## config.mk

```make
export PLATFORM = sky130hd
export DESIGN_NAME = multicycle_cpu
export DESIGN_NICKNAME = d
export VERILOG_FILES = /design/src/rtl/multicycle_cpu.sv
export SDC_FILE = /design/constraint.sdc
export NUM_CORES = 2
export LEC_CHECK = 0
export CAP_MARGIN = 20
export CORE_ASPECT_RATIO = 0.5
export CORE_MARGIN = 2
export CORE_UTILIZATION = 45
export CTS_BUF_LIST = sky130_fd_sc_hd__clkbuf_4 sky130_fd_sc_hd__clkbuf_8
export CTS_CLUSTER_DIAMETER = 40
export DETAILED_ROUTE_END_ITERATION = 6
export MAX_ROUTING_LAYER = met4
export SLEW_MARGIN = 10
export SYNTH_ARGS = -nofsm -noshare
export SYNTH_HDL_FRONTEND = slang
export SYNTH_SLANG_ARGS = --single-unit
```

## constraint.sdc

```tcl
create_clock -name clock -period 5 [get_ports clock]
set_clock_uncertainty 0.05 [all_clocks]
set_input_delay 1 -clock clock [delete_from_list [all_inputs] [get_ports clock]]
set_output_delay 1 -clock clock [all_outputs]
set_load 0.005 [all_outputs]
```

## src/rtl/multicycle_cpu.sv

```systemverilog
// Multi-cycle MIPS-subset core: FETCH/DECODE/EXEC/MEM/WB sequencing over one shared
// instruction/data memory port with a req/ready handshake, run/step control and debug taps.
module multicycle_cpu #(
   parameter int ADDR_W = 9,
   parameter int CNT_W  = 16
) (
   input  logic              clock,
   input  logic              reset,
   input  logic              run,
   input  logic              step,
   output logic              mem_req,
   output logic              mem_we,
   output logic [ADDR_W-1:0] mem_addr,
   output logic [31:0]       mem_wdata,
   input  logic [31:0]       mem_rdata,
   input  logic              mem_ready,
   input  logic [4:0]        test_addr,
   output logic [31:0]       test_out,
   output logic [ADDR_W-1:0] pc,
   output logic [2:0]        state,
   output logic [CNT_W-1:0]  instr_count,
   output logic              halted,
   output logic [4:0]        itype
);

   typedef enum logic [2:0] {
      S_IDLE   = 3'd0,
      S_FETCH  = 3'd1,
      S_DECODE = 3'd2,
      S_EXEC   = 3'd3,
      S_MEM    = 3'd4,
      S_WB     = 3'd5,
      S_HALT   = 3'd7
   } state_t;

   state_t             state_reg, state_next;
   logic [ADDR_W-1:0]  pc_reg, pc_next;
   logic [CNT_W-1:0]   count_reg;
   logic [31:0]        ir_reg, a_reg, b_reg, alu_reg, mdr_reg;
   logic               ir_valid_reg;
   logic [31:0]        rf [32];

   logic               mem_req_next, mem_we_next;
   logic [ADDR_W-1:0]  mem_addr_next;
   logic [31:0]        mem_wdata_next;
   logic               retire, ir_load, ab_load, alu_load, mdr_load, rf_we;

   // Instruction field decode of the latched IR
   logic [5:0]  opcode, funct;
   logic [4:0]  rs, rt, rd, wr_addr;
   logic [31:0] imm_sext, operand_b, alu_out, wr_data;
   logic        is_r, is_lw, is_sw, is_beq, is_j, is_addi, funct_ok, legal, mem_ack;
   logic [ADDR_W-1:0] jump_target, branch_target;

   assign opcode   = ir_reg[31:26];
   assign rs       = ir_reg[25:21];
   assign rt       = ir_reg[20:16];
   assign rd       = ir_reg[15:11];
   assign funct    = ir_reg[5:0];
   assign imm_sext = {{16{ir_reg[15]}}, ir_reg[15:0]};

   assign is_r     = (opcode == 6'h00);
   assign is_lw    = (opcode == 6'h23);
   assign is_sw    = (opcode == 6'h2B);
   assign is_beq   = (opcode == 6'h04);
   assign is_j     = (opcode == 6'h02);
   assign is_addi  = (opcode == 6'h08);
   assign funct_ok = (funct == 6'h20) || (funct == 6'h22) || (funct == 6'h24) ||
                     (funct == 6'h25) || (funct == 6'h2A);
   assign legal    = (is_r && funct_ok) || is_lw || is_sw || is_beq || is_j || is_addi;

   assign mem_ack       = mem_req && mem_ready;
   assign jump_target   = {ir_reg[ADDR_W-3:0], 2'b00};
   assign branch_target = pc_reg + {imm_sext[ADDR_W-3:0], 2'b00};
   assign wr_addr       = is_r ? rd : rt;
   assign wr_data       = is_lw ? mdr_reg : alu_out_hold();

   function automatic logic [31:0] alu_out_hold();
      return alu_reg;
   endfunction

   assign operand_b = is_r ? b_reg : imm_sext;

   always_comb begin
      alu_out = a_reg + operand_b;
      if (is_r) begin
         case (funct)
            6'h22:   alu_out = a_reg - b_reg;
            6'h24:   alu_out = a_reg & b_reg;
            6'h25:   alu_out = a_reg | b_reg;
            6'h2A:   alu_out = ($signed(a_reg) < $signed(b_reg)) ? 32'd1 : 32'd0;
            default: alu_out = a_reg + b_reg;
         endcase
      end
   end

   // State register
   always_ff @(posedge clock) begin
      if (!reset) state_reg <= S_IDLE;
      else        state_reg <= state_next;
   end

   // Next-state logic
   always_comb begin
      state_next = state_reg;
      case (state_reg)
         S_IDLE:   if (run || step) state_next = S_FETCH;
         S_FETCH:  if (mem_ack) state_next = S_DECODE;
         S_DECODE: begin
            if (!legal)    state_next = S_HALT;
            else if (is_j) state_next = run ? S_FETCH : S_IDLE;
            else           state_next = S_EXEC;
         end
         S_EXEC: begin
            if (is_beq)              state_next = run ? S_FETCH : S_IDLE;
            else if (is_lw || is_sw) state_next = S_MEM;
            else                     state_next = S_WB;
         end
         S_MEM: begin
            if (mem_ack) state_next = is_sw ? (run ? S_FETCH : S_IDLE) : S_WB;
         end
         S_WB:     state_next = run ? S_FETCH : S_IDLE;
         S_HALT:   state_next = S_HALT;
         default:  state_next = S_IDLE;
      endcase
   end

   // Output / datapath control; memory outputs are precomputed from the next state
   always_comb begin
      pc_next  = pc_reg;
      retire   = 1'b0;
      ir_load  = 1'b0;
      ab_load  = 1'b0;
      alu_load = 1'b0;
      mdr_load = 1'b0;
      rf_we    = 1'b0;
      case (state_reg)
         S_FETCH: begin
            if (mem_ack) begin
               ir_load = 1'b1;
               pc_next = pc_reg + ADDR_W'(4);
            end
         end
         S_DECODE: begin
            ab_load = 1'b1;
            if (legal && is_j) begin
               pc_next = jump_target;
               retire  = 1'b1;
            end
         end
         S_EXEC: begin
            alu_load = 1'b1;
            if (is_beq) begin
               retire = 1'b1;
               if (a_reg == b_reg) pc_next = branch_target;
            end
         end
         S_MEM: begin
            if (mem_ack) begin
               if (is_sw) retire   = 1'b1;
               else       mdr_load = 1'b1;
            end
         end
         S_WB: begin
            retire = 1'b1;
            rf_we  = (wr_addr != 5'd0);
         end
         default: ;
      endcase

      mem_req_next   = (state_next == S_FETCH) || (state_next == S_MEM);
      mem_we_next    = (state_next == S_MEM) && is_sw;
      mem_wdata_next = ((state_next == S_MEM) && is_sw) ? b_reg : 32'd0;
      if (state_next == S_FETCH)    mem_addr_next = pc_next;
      else if (state_next == S_MEM) mem_addr_next = alu_out[ADDR_W-1:0];
      else                          mem_addr_next = '0;
   end

   always_ff @(posedge clock) begin
      if (!reset) begin
         pc_reg       <= '0;
         count_reg    <= '0;
         ir_reg       <= '0;
         ir_valid_reg <= 1'b0;
         a_reg        <= '0;
         b_reg        <= '0;
         alu_reg      <= '0;
         mdr_reg      <= '0;
         mem_req      <= 1'b0;
         mem_we       <= 1'b0;
         mem_addr     <= '0;
         mem_wdata    <= '0;
      end else begin
         pc_reg    <= pc_next;
         mem_req   <= mem_req_next;
         mem_we    <= mem_we_next;
         mem_addr  <= mem_addr_next;
         mem_wdata <= mem_wdata_next;
         if (retire) count_reg <= count_reg + CNT_W'(1);
         if (ir_load) begin
            ir_reg       <= mem_rdata;
            ir_valid_reg <= 1'b1;
         end
         if (ab_load) begin
            a_reg <= (rs == 5'd0) ? 32'd0 : rf[rs];
            b_reg <= (rt == 5'd0) ? 32'd0 : rf[rt];
         end
         if (alu_load) alu_reg <= alu_out;
         if (mdr_load) mdr_reg <= mem_rdata;
      end
   end

   // Register file; r0 is never written so it stays zero
   always_ff @(posedge clock) begin
      if (!reset) begin
         for (int i = 0; i < 32; i++) rf[i] <= '0;
      end else if (rf_we) begin
         rf[wr_addr] <= wr_data;
      end
   end

   assign test_out    = (test_addr == 5'd0) ? 32'd0 : rf[test_addr];
   assign pc          = pc_reg;
   assign state       = state_reg;
   assign instr_count = count_reg;
   assign halted      = (state_reg == S_HALT);
   assign itype       = ir_valid_reg ? {is_r, is_lw, is_sw, is_beq, is_j} : 5'd0;

endmodule
```

# Yosys cells after proc, flatten, opt, wreduce, memory -nomap -nowiden
# Memory sizes are Yosys's and may differ from the RTL's. A register that Yosys moved wholly into a read port is not among the register bits.
# Cells that the tools add are included.
[classes] n_addsub=6 magnitude_cmp=1 n_eq_ne=19 mux=51 bitwise_logic=2 n_reduce_logical=24
[op_table] operator="32-bit two-way mux" n=7
[op_table] operator="32-bit one-hot mux with 4 select lines" n=1
[op_table] operator="32-bit adder" n=2
[op_table] operator="9-bit two-way mux" n=6
[op_table] operator="6-bit == test (second input constant)" n=7
[op_table] operator="5-bit two-way mux" n=7
[op_table] operator="32-bit AND" n=1
[op_table] operator="32-bit == test" n=1
[op_table] operator="32-bit < comparator" n=1
[op_table] operator="32-bit bitwise OR" n=1
[op_table] operator="32-bit OR reduction" n=1
[op_table] operator="32-bit subtractor" n=1
[op_table] operator="9-bit one-hot mux with 3 select lines" n=1
[op_table] operator="3-bit one-hot mux with 7 select lines" n=1
[op_table] operator="1-bit two-way mux" n=20
[op_table] operator="3-bit two-way mux" n=6
[op_table] operator="16-bit by 1-bit adder with 16-bit output (second input constant)" n=1
[op_table] operator="5-bit zero test" n=3
[op_table] operator="3-bit == test (second input constant)" n=4
[op_table] operator="1-bit logical OR" n=12
[op_table] operator="9-bit by 3-bit adder with 9-bit output (second input constant)" n=1
[op_table] operator="9-bit adder" n=1
[op_table] operator="3-bit by 1-bit == test with 1-bit output (second input constant)" n=2
[op_table] operator="3-bit by 2-bit == test with 1-bit output (second input constant)" n=2
[op_table] operator="other kinds (10)" n=13
[word_totals] ff_bits=232 mem_bits_rw=1024 inputBits=42 wordCells=117 mem_count=1
[mem_list] name="rf" depth=32 word_bits=32 read_ports=3 rd_clocked_by_memory_dff=2 write_ports=32 line="41" text="logic [31:0] rf [32];"

# Logic depth before layout (Yosys ltp)
[logic_depth] ltp_word=16 mapped_depth=20

# Worst setup path before layout
# No wires, ideal clock.
[synth_path] kind="flip-flop to flip-flop" start="register ir_reg[31]" end="register alu_reg[31]" arrival_time_ns=4.436 required_ns=4.855 slack_ns=0.418 stages_incl_launch_ff=21 n_path_buf=5 period_less_slack_ns=4.582 path_cell_list="dfxtp_1 -> or4_4 -> or3_1 -> clkbuf_1 -> buf_2 -> clkbuf_1 -> buf_1 -> clkbuf_1 -> nand2_1 -> o21ai_0 -> ha_1 -> and3_1 -> and3_1 -> and3_1 -> o21ai_0 -> a21oi_1 -> a221oi_1 -> nor4b_1 -> a211oi_1 -> xnor2_1 -> a221oi_1"
[synth_between] elab_chain_cells=4
[synth_rtl] item="start, declared" line="39" text="logic [31:0] ir_reg, a_reg, b_reg, alu_reg, mdr_reg;"
[synth_rtl] item="start signal, assigned" line="201" text="ir_reg <= mem_rdata;"
[synth_rtl] item="6-bit zero test *" line="62" text="assign is_r = (opcode == 6'h00);"
[synth_rtl] item="32-bit two-way mux" line="82" text="assign operand_b = is_r ? b_reg : imm_sext;"
[synth_rtl] item="32-bit adder" line="85" text="alu_out = a_reg + operand_b;"
[synth_rtl] item="32-bit two-way mux *" line="86" text="if (is_r) begin"
[synth_rtl] item="end signal, assigned" line="208" text="if (alu_load) alu_reg <= alu_out;"
[synth_rtl] item="end, declared" line="39"
# Every way passes the cells marked *; elsewhere a longest branch is shown, timed or not.
# A chain may end at the register's enable or synchronous reset.

# Final worst setup path
[layout_path] start="register ir_reg[26]" end="register alu_reg[31]"
# Same word-level chain as after synthesis.

==> reports/qor.csv <==
metric,value,unit
seq_power_share,47.9,%
yosys.area.top_type_share,40.9,%
synth-simple-area-share,10.1,%
cellPowerDensity,295,nW/um^2
first_global_vias,55000,
routed_wl,301000,um
ys_seq_elements,1266,
syn_to_final_growth,13.6,%
cts_setup_buffers,0,
grt_max_degree,122,
clock_latency,970,ps
path_buf_inv,3,
die_w,582,um
setup_viol,0,
post_synth.cell_area_avg,13.1,um^2
fin_util,51.8,%
slew_headroom,20.5,%
ys_seq_area_share,47.4,%
synth-xor-area-share,0.629,%
antenna_left,0,
hp-class,reg -> reg,
tns,0,ps
synth_cell_types,83,
grt_pass1_wl,420000,um
synth_top_area_cell,edfxtp_1,
io_pins,151,
clock_sinks,1266,
clkPwrFrac,37.5,%
crit_family,simple AND/OR/NAND/NOR gates,
synth.area.top_cells,"edfxtp_1, mux4_2, nor2_1, dfxtp_1, ha_1",
drt_iter0_markers,9118,
min_from,mdr_reg[3],
io_buffer_count,150,
largest_reg_flops,1024,
critPathMaxFanout,16,
core_area,165000,um^2
r2r_start,ir_reg[26],
syn_area,75100,um^2
pwr-share-comb,14.5,%
grt_antenna_before_repair,9,
vias_per_cell,6.96,
synth_cells,5751,
grt_overflow,0,
initial_core_util,45.6,%
critical_path.max_stage_delay,560,ps
synthFlopType,edfxtp_1,
end_kind,flop,
post_cts_hold_buffer_count,0,
required,5760,ps
hpwl,186000,um
outcome,"finished, final reports clean",
async_reset_ff_share,0,%
intPower,18.1,mW
die_h,293,um
clk_pin_slew,70,ps
start_kind,flop,
drt_first_pass_iters,6,
cts_tree,built,
layout_common_cells,"nor2_1, edfxtp_1, mux4_2",
numCtsBuffers,202,
drcViolationCount,0,
leakagePower,27.8,nW
cp.arrival,5540,ps
final.min_clock_period,4780,ps
fin_crit_sh,95.6,%
ctsLongestPathBuffers,4,
finalHoldViolations,0,
cp_slowest_cell,or4_4,
fmax,0.209,GHz
tightest_slew,1160,ps
p_sw,7.00,mW
crit_chain,or4_4 -> or3_4 -> buf_4 -> nand2_1 -> o21ai_0 -> ha_1 -> and3_1 -> and3_1 -> and3_1 -> o21ai_0 -> buf_4 -> a21oi_1 -> a221oi_1 -> buf_4 -> nor4b_1 -> a211oi_1 -> xnor2_1 -> a221oi_1,
dieArea,170000,um^2
synth_compound_area_share,5.52,%
synth_top_family_by_area,multiplexers,
cap_violations,0,
regMostFlops,rf,
gp_congestion,0.959,
rsz0062_at_grt,no,
ir_drop,0.206,mV
final_net_count,6065,
vias,57300,
wl_per_cell,36.5,um
root_buffer,clkbuf_8,
layout_commonest_cell,nor2_1,
yosysWarnings,0,
holdWs,419,ps
grt_usage,36.2,%
cp-startpoint,ir_reg[26],
synthAdderAreaFrac,2.35,%
maxSlewViolCount,0,
post_cts_resized,0,
worst-setup-path-type,reg -> reg,
drive_gt1_share,28.6,%
rows,105,
synth-edff-count,1024,
synthMuxAreaShare,30.6,%
sw_frac_of_total,27.8,%
cts_htree_levels,4,
-- worst reg2reg max path, cell delays in order, from the launching register on --
cell	delay, ps
dfxtp_1	340
or4_4	560
or3_4	480
buf_4	240
nand2_1	70
o21ai_0	80
ha_1	360
and3_1	260
and3_1	170
and3_1	230
o21ai_0	310
buf_4	190
a21oi_1	80
a221oi_1	370
buf_4	180
nor4b_1	50
a211oi_1	310
xnor2_1	130
a221oi_1	240
-- per-stage QoR --
step	worst slack (ps)	instance area, um^2	cells	power [mW]
after floorplan	418	75300	5782	14.2
after global placement	132	81000	7860	15.7
after detailed placement	132	81100	7864	15.8
after CTS	75.7	85100	8225	25.0
after global routing	58.9	85300	8239	25.7
final	218	85400	8242	25.1
-- layout make-up --
type	instances	area, um^2
fillers	13800	79500
multi-input cells	3846	37700
flip-flops and latches	1266	35600
repair buffers	454	4810
clock buffers	257	3250
well taps	2193	2740
clock inverters	104	795
inverters	114	435
diodes	8	20.0
-- power by group through the flow --
stage | logic (mW) | clock network (mW) | registers, mW
final | 3.65 | 9.44 | 12.0
after detailed placement | 3.53 | 0 | 12.3
after global placement | 3.51 | 0 | 12.2
after floorplan | 2.10 | 0 | 12.1
after global routing | 3.75 | 9.90 | 12.1
after CTS | 3.54 | 9.44 | 12.0
-- cell usage after synthesis (6+ instances only) --
library cell and n:
inv_1 113, o22ai_1 13, nor2b_1 15, nand2_1 325
and4_1 7, and2_1 12, buf_2 18, nand2b_1 19
o211ai_1 17, nor4b_1 7, nor4_1 11, mux4_2 960
a211oi_1 19, mux2i_1 139, o31a_1 7, clkbuf_1 442
o31ai_1 7, or2_2 8, nand4_1 14, nand3b_1 8
a221o_1 9, xor2_1 25, buf_1 92, and3_1 18
nand3_1 21, or3_1 12, o21ai_0 113, a31oi_1 13
nor3_1 75, nor2_1 1291, or4_1 6, xnor2_1 29
a221oi_1 18, a21oi_1 273, o2111ai_1 7, ha_1 135
o221ai_1 15, dfxtp_1 242, o21a_1 10, o21bai_1 23
a22o_1 6, edfxtp_1 1024, a21o_1 45
-- routing by layer --
metal	vias up	wire length (um)	share of wire, %	global-route usage, %
met3	755	50800	17	15.5
met4	0	12100	4.0	13.9
met5	-	0	0	-
met2	4793	128000	43	49.7
li1	22400	-	-	-
met1	29400	110000	37	47.3
-- final timing paths --
kind	end	slack, ps	cells past startpoint
max	alu_reg[31]	220	18
max reg2reg	alu_reg[31]	220	18
min reg2reg	mdr_reg[3]	420	2
min	mdr_reg[3]	420	2
-- logic make-up (layout without fill, tap and decap cells) --
| group | Yosys count | in the layout |
|---|---|---|
| simple gates | 1865 | 1865 |
| flops | 1266 | 1266 |
| mux | 1099 | 1099 |
| buf+inv | 670 | 929 |
| compound gates | 657 | 657 |
| fa+ha+maj | 139 | 139 |
| xor+xnor | 54 | 54 |
| other cells | 1 | 40 |
No activity file was read; power rests on OpenSTA's default activity.
